## config.mk

```make
export PLATFORM = sky130hd
export DESIGN_NAME = whiten_seq
export DESIGN_NICKNAME = d
export VERILOG_FILES = /design/src/rtl/whiten_seq.sv
export SDC_FILE = /design/constraint.sdc
export NUM_CORES = 1
export LEC_CHECK = 0
export BUFFER_PORTS_ARGS = -buffer_cell sky130_fd_sc_hd__buf_2
export CAP_MARGIN = 0
export CORE_ASPECT_RATIO = 1.25
export CORE_UTILIZATION = 30
export DETAILED_ROUTE_END_ITERATION = 10
export GPL_TIMING_DRIVEN = 0
export HOLD_SLACK_MARGIN = 0.02
export SLEW_MARGIN = 40
export SYNTH_ARGS = -nofsm -noshare
export SYNTH_HDL_FRONTEND = slang
export SYNTH_SLANG_ARGS = --single-unit
```

## constraint.sdc

```tcl
create_clock -name clk -period 3.77 [get_ports clk]
set_input_delay 0.1885 -clock clk [delete_from_list [all_inputs] [get_ports clk]]
set_output_delay 0.1885 -clock clk [all_outputs]
set_load 0.01 [all_outputs]
```

## src/rtl/whiten_seq.sv

```systemverilog
// Run sequencer for the whitening pipeline: LOAD -> COV -> CONV -> EIG -> PROJ,
// with timeouts on the two handshaked stages, abort, and a per-run cycle counter.
module whiten_seq #(
    parameter int COV_LAT  = 4,
    parameter int CONV_LAT = 3,
    parameter int TIMEOUT  = 4096,
    parameter int CNT_W    = 16
) (
    input  logic             clk,
    input  logic             rst,
    input  logic             start,
    input  logic             abort,
    input  logic             eig_done,
    input  logic             proj_done,
    output logic             load_en,
    output logic             eig_start,
    output logic             proj_start,
    output logic [2:0]       stage,
    output logic             busy,
    output logic             f,
    output logic             err,
    output logic [CNT_W-1:0] cycles
);

    typedef enum logic [2:0] {
        S_WAIT     = 3'd0,
        S_LOAD     = 3'd1,
        S_COV      = 3'd2,
        S_CONV     = 3'd3,
        S_EIG      = 3'd4,
        S_PROJ     = 3'd5,
        S_FINISHED = 3'd6,
        S_ERROR    = 3'd7
    } state_t;

    localparam int MAX_A   = (COV_LAT > CONV_LAT) ? COV_LAT : CONV_LAT;
    localparam int MAX_LAT = (MAX_A > TIMEOUT) ? MAX_A : TIMEOUT;
    localparam int WAIT_W  = $clog2(MAX_LAT + 1);

    localparam logic [WAIT_W-1:0] COV_END  = WAIT_W'(COV_LAT - 1);
    localparam logic [WAIT_W-1:0] CONV_END = WAIT_W'(CONV_LAT - 1);
    localparam logic [WAIT_W-1:0] TMO_END  = WAIT_W'(TIMEOUT - 1);
    localparam logic [WAIT_W-1:0] WAIT_MAX = {WAIT_W{1'b1}};
    localparam logic [CNT_W-1:0]  RUN_MAX  = {CNT_W{1'b1}};

    state_t             state_q, state_d;
    logic [WAIT_W-1:0]  wait_cnt_q, wait_cnt_d;
    logic [CNT_W-1:0]   run_cnt_q, run_cnt_d;
    logic [CNT_W-1:0]   cycles_q, cycles_d;
    logic               in_run;
    logic [CNT_W-1:0]   run_inc;

    // State and counter registers.
    always_ff @(posedge clk or posedge rst) begin
        if (rst) begin
            state_q    <= S_WAIT;
            wait_cnt_q <= '0;
            run_cnt_q  <= '0;
            cycles_q   <= '0;
        end else begin
            state_q    <= state_d;
            wait_cnt_q <= wait_cnt_d;
            run_cnt_q  <= run_cnt_d;
            cycles_q   <= cycles_d;
        end
    end

    assign in_run  = (state_q >= S_LOAD) && (state_q <= S_PROJ);
    assign run_inc = (run_cnt_q == RUN_MAX) ? run_cnt_q : run_cnt_q + CNT_W'(1);

    // Handshake: a stage start is a one-cycle pulse on the first cycle of EIG/PROJ;
    // the matching done is a level accepted on any later cycle of that state, so a
    // done left over from a previous run cannot complete the stage immediately.
    always_comb begin
        state_d = state_q;
        case (state_q)
            S_WAIT:     if (start) state_d = S_LOAD;
            S_LOAD:     state_d = S_COV;
            S_COV:      if (wait_cnt_q == COV_END) state_d = S_CONV;
            S_CONV:     if (wait_cnt_q == CONV_END) state_d = S_EIG;
            S_EIG: begin
                if (wait_cnt_q != '0 && eig_done) state_d = S_PROJ;
                else if (wait_cnt_q == TMO_END)   state_d = S_ERROR;
            end
            S_PROJ: begin
                if (wait_cnt_q != '0 && proj_done) state_d = S_FINISHED;
                else if (wait_cnt_q == TMO_END)    state_d = S_ERROR;
            end
            S_FINISHED: if (!start) state_d = S_WAIT;
            S_ERROR:    if (!start) state_d = S_WAIT;
            default:    state_d = S_WAIT;
        endcase
        if (abort && in_run) state_d = S_WAIT;
    end

    // Counters: wait_cnt restarts on every state change; the run counter includes
    // the final PROJ cycle, hence the incremented value is what lands in cycles.
    always_comb begin
        wait_cnt_d = '0;
        if (state_d == state_q)
            wait_cnt_d = (wait_cnt_q == WAIT_MAX) ? wait_cnt_q : wait_cnt_q + WAIT_W'(1);

        run_cnt_d = run_cnt_q;
        if (state_q == S_WAIT && state_d == S_LOAD)
            run_cnt_d = '0;
        else if (in_run)
            run_cnt_d = run_inc;

        cycles_d = cycles_q;
        if (state_q == S_PROJ && state_d == S_FINISHED)
            cycles_d = run_inc;
    end

    always_comb begin
        load_en    = (state_q == S_LOAD);
        eig_start  = (state_q == S_EIG)  && (wait_cnt_q == '0);
        proj_start = (state_q == S_PROJ) && (wait_cnt_q == '0);
        stage      = state_q;
        busy       = in_run;
        f          = (state_q == S_FINISHED);
        err        = (state_q == S_ERROR);
        cycles     = cycles_q;
    end

endmodule

```

Word level (Yosys, flattened, before mapping)
Cells that the tools add are included.
{"block": "classes", "addsub": 2, "magnitude_cmp": 2, "n_eq_ne": 16, "mux": 14, "reduce_logical": 13}
{"op": "$mux 16", "n": 3}
{"op": "$eq 13x2->1 const B", "n": 2}
{"op": "$mux 13", "n": 2}
{"op": "$mux 3", "n": 8}
{"op": "$pmux 3 s7", "n": 1}
{"op": "$add 16x1->16 const B", "n": 1}
{"op": "$eq 16x16->1 const B", "n": 1}
{"op": "$eq 3x3->1 const B", "n": 5}
{"op": "$add 13x1->13 const B", "n": 1}
{"op": "$eq 13x12->1 const B", "n": 1}
{"op": "$eq 13x13->1 const B", "n": 1}
{"op": "$logic_not 13->1", "n": 1}
{"op": "$reduce_bool 13->1", "n": 1}
{"op": "$logic_and 1x1->1", "n": 8}
{"op": "$eq 3x1->1 const B", "n": 2}
{"op": "$eq 3x2->1 const B", "n": 2}
{"op": "$eq 3x3->1", "n": 1}
{"op": "$ge 3x1->1 const B", "n": 1}
{"op": "$le 3x3->1 const B", "n": 1}
{"op": "$logic_not 3->1", "n": 1}
{"op": "$ne 2x2->1 const B", "n": 1}
{"op": "$reduce_bool 2->1", "n": 1}
{"op": "$reduce_or 2->1", "n": 1}
{"block": "word_totals", "regBits": 48, "in_bits": 6, "output_inout_bits": 25, "elab_cells": 51}

Depth between registers and ports, before layout
Gate-level depths: netlist (run 1).
{"block": "logic_depth", "ltp_word": 8, "depth_mapped": 10}

Least setup slack after synthesis (run 1)
OpenSTA, ideal clock, no wires.
{"block": "synth_path", "path_kind": "reg-to-reg", "startpoint": "register wait_cnt_q[1]", "endpoint": "register cycles_q[0], in the netlist cycles[0]", "t_arrival_ps": 2411, "t_required_ps": 3645, "slack_ps": 1234, "stages_incl_launch_ff": 11, "n_path_buf": 2, "synth_period_minus_slack_ps": 2536, "cell_sequence": "dfrtp_1 ha_1 and4_4 nand3_2 or4_1 a211o_1 nand2_1 and3_1 buf_6 buf_12 mux2_4"}
{"block": "synth_between", "elab_chain_len": 7}
{"element": "from (decl)", "line": "47", "text": "logic [WAIT_W-1:0] wait_cnt_q, wait_cnt_d;"}
{"element": "from (signal assigned)", "line": "62", "text": "wait_cnt_q <= wait_cnt_d;"}
{"element": "$eq 13x12->1 or $reduce_bool 13->1 (tied branches)"}
{"element": "$mux 3 (tied with other cells)", "line": "83, 87"}
{"element": "$mux 3, on equally long branches", "line": "86, 82"}
{"element": "$pmux 3 s7 (*)", "line": "76", "text": "case (state_q)"}
{"element": "$mux 3 (*)", "line": "93", "text": "if (abort && in_run) state_d = S_WAIT;"}
{"element": "$eq 3x3->1 (*)", "line": "110", "text": "if (state_q == S_PROJ && state_d == S_FINISHED)"}
{"element": "$logic_and 1x1->1 (*)", "line": "110"}
{"element": "to (signal assigned)", "line": "64", "text": "cycles_q <= cycles_d;"}
{"element": "to (decl)", "line": "49", "text": "logic [CNT_W-1:0] cycles_q, cycles_d;"}
Mark *: on every way between the ends. The rest lies on a longest branch, timed or not.
A chain may end at the register's enable or synchronous reset.

Worst setup path in the final report (run 1)
Ends and elaborated chain as after synthesis.

==> results of run 1 <==
==> stage by stage <==
| step | setup WS (ps) | cells | hold slack [ps] | instance area (um2) | power [mW] |
|---|---|---|---|---|---|
| 6_report | 968 | 471 | 257 | 3330 | 1.80 |
| 5_1_grt | 823 | 471 | 279 | 3330 | 1.93 |
| 4_1_cts | 943 | 471 | 252 | 3330 | 1.83 |
| 3_5_place_dp | 956 | 462 | 174 | 3150 | 1.30 |
| 3_3_place_gp | 983 | 461 | 489 | 3130 | 1.29 |
| 2_1_floorplan | 1230 | 308 | 391 | 2830 | 1.11 |
==> path summary, 6_finish.rpt <==
path | start | end | slack (ps) | cells past startpoint
min in group asynchronous | rst | wait_cnt_q[7] | 400 | 3
min reg2reg | cycles[14] | cycles[14] | 510 | 1
min | abort | stage[2] | 260 | 3
max reg2reg | wait_cnt_q[1] | cycles[0] | 970 | 10
max in group asynchronous | rst | run_cnt_q[10] | 2910 | 4
max | wait_cnt_q[1] | cycles[0] | 970 | 10
==> logic make-up (layout without fill, tap and decap cells) <==
group                      count (synthesis)  in the layout  synth area share, %
adders and majority gates                  4              4                 1.77
buffers and inverters                     21             61                 3.76
muxes                                     19             19                 8.45
and+or+nand+nor                          147            147                 25.2
DFF                                       48             48                 42.5
xor gates and xnor gates                  32             32                 9.91
AOI/OAI and AO/OA                         37             37                 8.45
==> registers in the layout (all words and copies together) (netlist names) <==
register and flops:
wait_cnt_q 13, stage 3, cycles 16, run_cnt_q 16
==> synthesized netlist by cell type, types with 6 or more instances <==
library cell | count | area [um2]
a21oi_1 | 12 | 60.1
and3_1 | 10 | 62.6
dfrtp_1 | 48 | 1200
inv_1 | 12 | 45.0
mux2_2 | 7 | 78.8
mux2_4 | 8 | 120
nand2_1 | 37 | 139
nand3_1 | 15 | 75.1
nand4_1 | 6 | 37.5
nor2_1 | 53 | 199
nor3_1 | 6 | 30.0
o21ai_0 | 8 | 40.0
xnor2_1 | 18 | 158
xor2_1 | 14 | 123
==> what timing repair did <==
item,4_1_cts,5_1_grt
hold buffers,1,0
setup buffers,0,0
endpoints found under the hold margin,18,0
==> layer usage <==
metal	GRT usage (%)	part of all wire (%)	vias to the layer above
met5	0	0	-
met4	4.62	0.92	0
met3	1.87	3.1	8
met2	21.9	52	55
met1	16.5	44	1096
li1	-	-	1136
==> layout make-up <==
| type | instances | area [um2] |
|---|---|---|
| Multi-Input combinational cell | 239 | 1520 |
| Inverter | 12 | 47.5 |
| Fill cell | 940 | 5790 |
| Timing Repair Buffer | 32 | 180 |
| Clock buffer | 5 | 125 |
| Sequential cell | 48 | 1200 |
| Clock inverter | 3 | 42.5 |
| Buffer | 9 | 61.3 |
| Tap cell | 123 | 154 |
==> power breakdown <==
part	switching (mW)	internal, mW
clock	0.190	0.312
sequential	0.0580	0.575
combinational	0.424	0.241
total	0.672	1.13
==> worst max-delay path, stage by stage, from the launching register on <==
cell     delay [ps]
dfrtp_1         410
ha_1            280
and4_4          260
nand3_2          90
or4_1           450
a211o_1         360
nand2_1          70
and3_1          170
buf_6           140
buf_12          150
mux2_4          300
==> implementation parameters, run 1 <==
Parameter                              Value

Layout
  Most common cell after layout, fill and taps aside ... nor2_1
  NumNets Final ... 357
  Leading cell types in the layout, fill and taps excluded ... nor2_1, dfrtp_1, nand2_1
  Diodes inserted ... 0
  Layout overhead on the synthesized area ... 17.8%
  Fraction of final layout cells sized beyond drive strength 1 ... 20.7%
  Utilization after layout ... approximately 37%

STA
  Post-layout min period ... 2800 ps
  RSZ-0062 raised after global routing ... false
  Worst slew margin relative to its limit ... a little over half
  Endpoints failing hold ... 0
  Setup skew after layout ... 5.08 ps
  Final number of setup-violating endpoints ... 0
  Final TNS setup ... 0 ps
  Fmax ... 357 MHz
  Transition at the pin with the smallest max-transition slack ... 699 ps
  Slew Limit Fails ... 0
  Tcrit/Tclk final ... between 70% and 80%

Floorplanning
  Core region area ... 9130 um2
  Site Rows ... 39
  Area enclosed by the die boundary ... 9820 um2
  Vertical die dimension ... roughly 110 um
  Total I/O pin count ... 31
  Die Span X ... approximately 89 um
  Effective utilization at floorplan ... 31.0%

Global route
  First-pass GRT wire length ... about 10000 um
  Total global-route track usage ... 13.0%
  Leftover overflow at the end of global routing ... 0
  Maximum number of pins on one net before global-route repair ... 31
  Initial antenna violation count ... 0
  Number of global-route vias before repair ... 2217

Route
  Mean number of vias per cell ... 4.87
  Residual DRC ... 0
  Antenna Nets Post-Route ... 0
  Starting DRC count in detailed routing ... 65
  Aggregate routed wire length ... between 5000 and 6000 um
  Total number of vias ... 2295
  Wire per inst ... 12.7 um
  DR pass1 iterations ... 4

Synth
  Ys flop type ... dfrtp_1
  Syn_nets ... 318
  Synthesis Warnings ... 0
  Register bit count reported by yosys ... 48
  Synth async-reset ratio ... 100%
  Part of the Yosys area used for sequential elements ... between 40% and 50%
  Number of cells produced by synthesis ... 308
  Post-Synthesis Mean Instance Area ... 9.18 um2
  Post-synth EDFFs ... 0
  Yosys cell types ... 48
  Post-Syn Area ... roughly 2800 um2

Clocking
  Max H-tree Level ... 2
  Number of buffers between clock root and the deepest sink ... 2
  CTS buffer count ... 5
  Buffer cell driving the clock tree root ... clkbuf_16
  Clock latency on the worst-skew pair ... 280 ps
  Clock transition at the registers of the reported paths ... roughly 70 ps
  Gates resized, CTS repair ... 0
  Clock tree from TritonCTS ... yes
  Clock sinks ... 48

Critical path
  Endpoint type of the worst setup path ... flop
  Worst Path Class, Setup ... reg -> reg
  Data required time of the critical path ... 3940 ps
  Worst-path maximum fanout ... 10
  Critical path launch point type ... flop
  Data arrival at the endpoint of the critical path ... 2970 ps

Hold path
  Type of the most critical hold path ... in -> reg

Run status
  Status ... finished, final reports clean

Placed design
  Placer's final routability congestion estimate ... just over 0.9
  Port buffer count ... 30
  Total half-perimeter wirelength after legalization and detailed placement ... 4460 um

Power and ir drop
  Reported leakage power ... 1.57 nW
  Worst voltage drop across the vdd grid ... between 300 and 400 uV
  PD cells ... 540 nW/um2

Job
  Max-cap violations ... 0
No activity file was read; power rests on OpenSTA's default activity.
==> run 2, diff against run 1 <==
- ABC_AREA: default -> 1
- clock period: 3.77 -> 2.53 ns (I/O delays scaled with it)
==> run 2 against run 1 <==
Clock power grew 57%; critical endpoint is now busy; worst hold slack lost 78 ps; total power grew 85%; non-clock buffer count grew 1; synthesized cell count grew 25%; setup slack lost 790 ps; sequential cell count is the same; register-to-register slack lost 640 ps.
==> implementation parameters, run 2 <==
Parameter                              Value

Run status
  Status ... finished, final reports clean

Layout
  Most common cell after layout, fill and taps aside ... nand2_1
  Diodes inserted ... 0
  Layout overhead on the synthesized area ... 17.9%
  Filler cells ... roughly 1000
  Leading cell types in the layout, fill and taps excluded ... nand2_1, dfrtp_1, inv_1
  NumNets Final ... 433
  Fraction of final layout cells sized beyond drive strength 1 ... 21.0%

STA
  Worst hold slack across all endpoints ... 179 ps
  Final TNS setup ... 0 ps
  Tcrit/Tclk final ... 92.8%
  Endpoints failing hold ... 0
  RSZ-0062 raised after global routing ... false
  Final number of setup-violating endpoints ... 0
  Worst slew margin relative to its limit ... about two thirds
  Transition at the pin with the smallest max-transition slack ... roughly 480 ps
  Setup skew after layout ... 5.80 ps
  Slew Limit Fails ... 0
  Post-layout min period ... ~2300 ps
  Post-route setup slack ... 181 ps
  Fmax ... 426 MHz

Global route
  Leftover overflow at the end of global routing ... 0
  Number of global-route vias before repair ... around 2600
  First-pass GRT wire length ... 11800 um
  Total global-route track usage ... 14.4%
  Maximum number of pins on one net before global-route repair ... 43
  Initial antenna violation count ... 0

Floorplanning
  Site Rows ... 40
  Area enclosed by the die boundary ... just over 10000 um2
  Vertical die dimension ... 113 um
  Die Span X ... slightly above 90 um
  Total I/O pin count ... 31
  Effective utilization at floorplan ... around 30%
  Core region area ... ~9600 um2

Hold path
  Min-Delay Endpoint ... stage[1]
  Type of the most critical hold path ... in -> reg
  Worst hold path depth ... 4
  Worst hold start ... abort

Route
  Starting DRC count in detailed routing ... 88
  Aggregate routed wire length ... between 6000 and 7000 um
  Mean number of vias per cell ... between 4 and 5
  Total number of vias ... 2583
  DR pass1 iterations ... 4
  Residual DRC ... 0
  Antenna Nets Post-Route ... 0
  Wire per inst ... 12.3 um

Synth
  Synth async-reset ratio ... 100%
  Post-Syn Area ... roughly 3000 um2
  Library cell occupying the most area in the post-synthesis netlist ... dfrtp_1
  Synthesized-area fraction occupied by adder cells ... around 1.7%
  Part of the Yosys area used for sequential elements ... 40.9%
  Post-Synthesis Mean Instance Area ... 7.65 um2
  Dominant combinational cell family by area after synthesis ... simple AND/OR/NAND/NOR gates
  Proportion of netlist area held by the largest area contributor ... approximately 40%
  Synthesis Warnings ... 0
  Top post-synthesis cells by area ... dfrtp_1, nand2_1, inv_1
  Library cell with the highest instance count after synthesis ... nand2_1
  Parity-gate share of the synthesized area counting xor and xnor cells ... 4.17%
  Post-synth EDFFs ... 0
  Number of cells produced by synthesis ... 384
  Register bit count reported by yosys ... 48
  Syn_nets ... ~390
  Synthesized-area fraction occupied by and/or/nand/nor cells ... a little over a third
  Ys flop type ... dfrtp_1
  Yosys cell types ... 37
  Top cells by instance count after synthesis ... nand2_1, dfrtp_1, inv_1, o21ai_0, nor2_1
  Area fraction in compound gates after synthesis ... 9.32%
  Portion of netlist area occupied by mux cells ... 0%

Critical path
  Endpoint type of the worst setup path ... output port
  Worst flop-to-flop path endpoint ... run_cnt_q[6]
  Slowest cell delay on critical path ... 430 ps
  Critical path launch point type ... flop
  Data arrival at the endpoint of the critical path ... 2220 ps
  Worst-path cell with the longest stage delay ... clkbuf_1
  Worst Reg2Reg Path Length in Cells ... 13
  Worst setup slack for register-to-register paths ... 330 ps
  Worst-path maximum fanout ... 10
  Worst Path Class, Setup ... reg -> out
  Reg2reg start ... wait_cnt_q[1]
  Data required time of the critical path ... 2400 ps
  Critical path cell sequence ... buf_2, nor3_4, nor2_2, clkbuf_1, clkbuf_1, buf_2
  Buffer and inverter count on the worst path ... 4
  Largest delay share family, worst path ... buffers and inverters

Placed design
  Placer's final routability congestion estimate ... 0.858
  Port buffer count ... 30
  DP Worst Slack ... around 340 ps
  Total half-perimeter wirelength after legalization and detailed placement ... 5160 um

Clocking
  Clock sinks ... 48
  Clock latency on the worst-skew pair ... between 200 and 300 ps
  Number of buffers between clock root and the deepest sink ... 2
  Buffer cell driving the clock tree root ... clkbuf_16
  Clock transition at the registers of the reported paths ... 70 ps
  Setup Buffers After CTS ... 0
  Gates resized, CTS repair ... 0
  Max H-tree Level ... 2
  Hold buffer count at CTS ... 1
  CTS buffer count ... 5
  Clock tree from TritonCTS ... yes

Job
  Max-cap violations ... 0

Power and ir drop
  Reported leakage power ... 1.70 nW
  Worst voltage drop across the vdd grid ... 297 uV
  PD cells ... 958 nW/um2
==> run 2: logic make-up after synthesis <==
kind of cell,after synthesis
AO/OA/AOI/OAI,52
XOR/XNOR,14
adder cells (fa/ha/maj),4
buffers and inverters,63
flip-flops,48
AND/OR/NAND/NOR,203
==> run 2: how the worst max path moves through the flow <==
stage	from	to	slack (ps)	depth (start not counted)
final	stage[0]	busy	180	6
after global routing	stage[0]	busy	10	6
after CTS	stage[0]	busy	140	6
after detailed placement	wait_cnt_q[1]	run_cnt_q[6]	340	13
after global placement	wait_cnt_q[1]	run_cnt_q[6]	380	13
after floorplan	wait_cnt_q[1]	cycles[1]	760	13
==> run 2: power by group <==
| part | leakage [nW] | switching, mW | internal, mW |
|---|---|---|---|
| logic | 0.963 | 1.05 | 0.449 |
| clock network | 0.0871 | 0.293 | 0.495 |
| registers | 0.654 | 0.116 | 0.917 |
==> run 2: layout make-up <==
cell class                 instances  area (um2)  area share (%)
clock inverter                     2        38.8            1.12
tap                              126         158            4.55
inverter                          53         204            5.89
multi-input combinational        273        1470            42.4
buffer                            10        68.8            1.99
timing repair buffer              32         188            5.42
clock buffer                       6         139            4.01
sequential                        48        1200            34.7
==> run 2: routing by layer <==
| metal | part of all wire (%) | vias up | track usage (%) |
|---|---|---|---|
| met5 | 0 | - | 0 |
| met4 | 0.84 | 0 | 3.87 |
| met3 | 3.4 | 10 | 3.39 |
| met2 | 53 | 40 | 26.8 |
| met1 | 42 | 1223 | 16.2 |
| li1 | - | 1310 | - |
==> run 2: through the flow <==
stage               util [%]  total power, mW  area (um2)  std cells
floorplan                  -             2.18        2940        384
global placement        34.0             2.52        3250        540
detailed placement      34.3             2.55        3280        541
CTS                     36.2             3.36        3460        550
global route            36.2             3.60        3460        550
finish                  36.2             3.32        3460        550
==> run 2: worst reg2reg max path, cell delays in order, from the launching register on <==
cell     delay (ps)
dfrtp_1         400
ha_1            240
nand2_1          80
nor2_2          140
nand2_2         100
inv_2            80
nand2_2          50
nand2_1          60
nand2_1          60
nand2_2         110
nand4_2         200
nand2_1         190
buf_2           240
o21ai_0         130
==> run 3, diff against run 2 <==
--- a/config.mk
+++ b/config.mk
@@ -11,4 +11,5 @@
 export CORE_ASPECT_RATIO = 1.25
 export CORE_UTILIZATION = 30
+export CTS_CLUSTER_SIZE = 16
 export DETAILED_ROUTE_END_ITERATION = 10
 export GPL_TIMING_DRIVEN = 0
==> constraint.sdc (replaced) <==
create_clock -name clk -period 2.53 [get_ports clk]
set_input_delay 0.253 -clock clk [delete_from_list [all_inputs] [get_ports clk]]
set_output_delay 0.253 -clock clk [all_outputs]
set_load 0.01 [all_outputs]
==> run 3 against run 2 <==
Clock power about the same; critical path depth did not move; total power is essentially flat; largest power group unchanged; critical path type unchanged; setup slack better by 24 ps; cell area is essentially flat; register-to-register slack barely moved; die area is the same; sequential power about the same; via count did not move; first-iteration DRC count unchanged; sequential share of layout area about the same; count of clock-buffer cells in the layout unchanged.
==> implementation parameters, run 3 (synthesis gave the netlist of run 2 again) <==
Parameter                              Value

Layout
  Layout overhead on the synthesized area ... 17.9%
  Leading cell types in the layout, fill and taps excluded ... nand2_1, dfrtp_1, inv_1
  NumNets Final ... 433
  Fraction of final layout cells sized beyond drive strength 1 ... 21.2%
  Most common cell after layout, fill and taps aside ... nand2_1
  Diodes inserted ... 0

Floorplanning
  Site Rows ... 40
  Effective utilization at floorplan ... 30.7%
  Area enclosed by the die boundary ... 10200 um2
  Vertical die dimension ... 113 um
  Die Span X ... just over 90 um
  Total I/O pin count ... 31
  Core region area ... around 9600 um2

Power and ir drop
  PD cells ... 959 nW/um2
  Clock share of power ... 23.7%
  Worst voltage drop across the vdd grid ... 298 uV
  Sequential share of power ... 31.1%
  Gate power share ... roughly 45%
  Sw Pwr ... 1.46 mW
  Sw Ratio ... between 40% and 50%
  Post-layout power ... approximately 3.3 mW
  Reported leakage power ... ~1.7 nW
  Design internal power ... roughly 1.9 mW

Global route
  Initial antenna violation count ... 0
  First-pass GRT wire length ... 11800 um
  Maximum number of pins on one net before global-route repair ... 43
  Leftover overflow at the end of global routing ... 0
  Number of global-route vias before repair ... 2560
  Total global-route track usage ... 14.4%

Route
  Wire per inst ... between 10 and 15 um
  Aggregate routed wire length ... between 6000 and 7000 um
  Antenna Nets Post-Route ... 0
  Topmost layer with routed signal wires ... met4
  Routed length on met3 ... 228 um
  Starting DRC count in detailed routing ... 88
  Length of routed met2 wiring ... between 3000 and 4000 um
  Total number of vias ... 2583
  DR pass1 iterations ... 4
  Residual DRC ... 0
  WL met1 ... roughly 2900 um
  Mean number of vias per cell ... about 4.7

STA
  Setup skew after layout ... 5.80 ps
  Post-layout min period ... 2330 ps
  Tcrit/Tclk final ... 91.9%
  Final number of setup-violating endpoints ... 0
  Final TNS setup ... 0 ps
  Worst slew margin relative to its limit ... between 60% and 70%
  Fmax ... 430 MHz
  Endpoints failing hold ... 0
  Slew Limit Fails ... 0
  Transition at the pin with the smallest max-transition slack ... 480 ps
  Worst hold slack across all endpoints ... 305 ps
  RSZ-0062 raised after global routing ... false

Clocking
  Buffer cell driving the clock tree root ... clkbuf_16
  Clock sinks ... 48
  Clock tree from TritonCTS ... yes
  Clock transition at the registers of the reported paths ... 70 ps
  Clock latency on the worst-skew pair ... 290 ps
  CTS buffer count ... 5
  Number of buffers between clock root and the deepest sink ... 2
  Max H-tree Level ... 2
  Setup Buffers After CTS ... 0

Critical path
  Endpoint type of the worst setup path ... output port
  Data required time of the critical path ... about 2300 ps
  Largest delay share family, worst path ... buffers and inverters
  Data arrival at the endpoint of the critical path ... between 2000 and 2500 ps
  Worst Reg2Reg Path Length in Cells ... 13
  Worst-path cell with the longest stage delay ... dfrtp_1
  Slowest cell delay on critical path ... 390 ps
  Critical path launch point type ... flop
  Worst-path maximum fanout ... 10
  Worst Path Class, Setup ... reg -> out
  Critical path cell sequence ... buf_2, nor3_4, nor2_2, clkbuf_1, clkbuf_2, buf_2
  Critical path depth in cells ... 6
  Buffer and inverter count on the worst path ... 4
  Most common cell type on the critical path ... buf_2

Placed design
  Port buffer count ... 30
  Placer's final routability congestion estimate ... between 0.8 and 0.9
  Total half-perimeter wirelength after legalization and detailed placement ... between 5000 and 6000 um

Hold path
  Worst hold path depth ... 4
  Type of the most critical hold path ... in -> reg

Run status
  Status ... finished, final reports clean

Job
  Max-cap violations ... 0
## run 3: changes by cell type in the layout (fill, tap and decap cells not counted)
| cell | previous run | this run |
|---|---|---|
| clkbuf_2 | 0 | 1 |
| clkbuf_1 | 2 | 1 |
## run 3: area by class of cell
class	count	area [um2]
well taps	126	158
clock inverters	2	38.8
clock buffers	6	139
inverters	53	204
flip-flops and latches	48	1200
plain buffers	10	70.1
fillers	996	6090
multi-input cells	273	1470
repair buffers	32	188
## run 3: layer usage
metal / vias to the layer above / GRT usage, %
met1: 1223 / 16.2
met3: 10 / 3.39
met5: - / 0
met4: 0 / 3.87
li1: 1310 / -
met2: 40 / 26.8
## run 3: worst paths after layout
check	from	to	slack, ps
hold reg to reg	cycles[4]	cycles[4]	480
max in group asynchronous	rst	stage[1]	1710
setup / recovery	stage[0]	busy	200
min in group asynchronous	rst	cycles[2]	400
setup reg to reg	wait_cnt_q[1]	run_cnt_q[6]	330
hold / removal	abort	stage[1]	310
## run 3: power groups by stage
stage	clock network [mW]	registers, mW	logic, mW
4_1_cts	0.811	1.03	1.52
3_5_place_dp	0	1.04	1.51
3_3_place_gp	0	1.04	1.48
6_report	0.788	1.03	1.50
2_1_floorplan	0	1.03	1.16
5_1_grt	0.851	1.05	1.70
## run 3: tightest hold or removal path: cells and delay by family
family                 cells  cell delay, ps
AND/OR/NAND/NOR            2             160
buffers and inverters      2             140
## run 3: per-stage QoR
| step | setup WS [ps] | instances | instance area [um2] | util, % |
|---|---|---|---|---|
| 6_report | 205 | 550 | 3470 | 36.3 |
| 3_5_place_dp | 338 | 541 | 3280 | 34.3 |
| 3_3_place_gp | 343 | 540 | 3250 | 34.0 |
| 5_1_grt | 60.0 | 550 | 3470 | 36.3 |
| 2_1_floorplan | 758 | 384 | 2940 | - |
| 4_1_cts | 10.7 | 550 | 3460 | 36.2 |
## run 3: timing repair
action | 4_1_cts | 5_1_grt
hold buffers | 1 | 0
hold endpoints to repair | 6 | 0
gates resized for setup | 0 | 2
setup endpoints to repair | 0 | 1
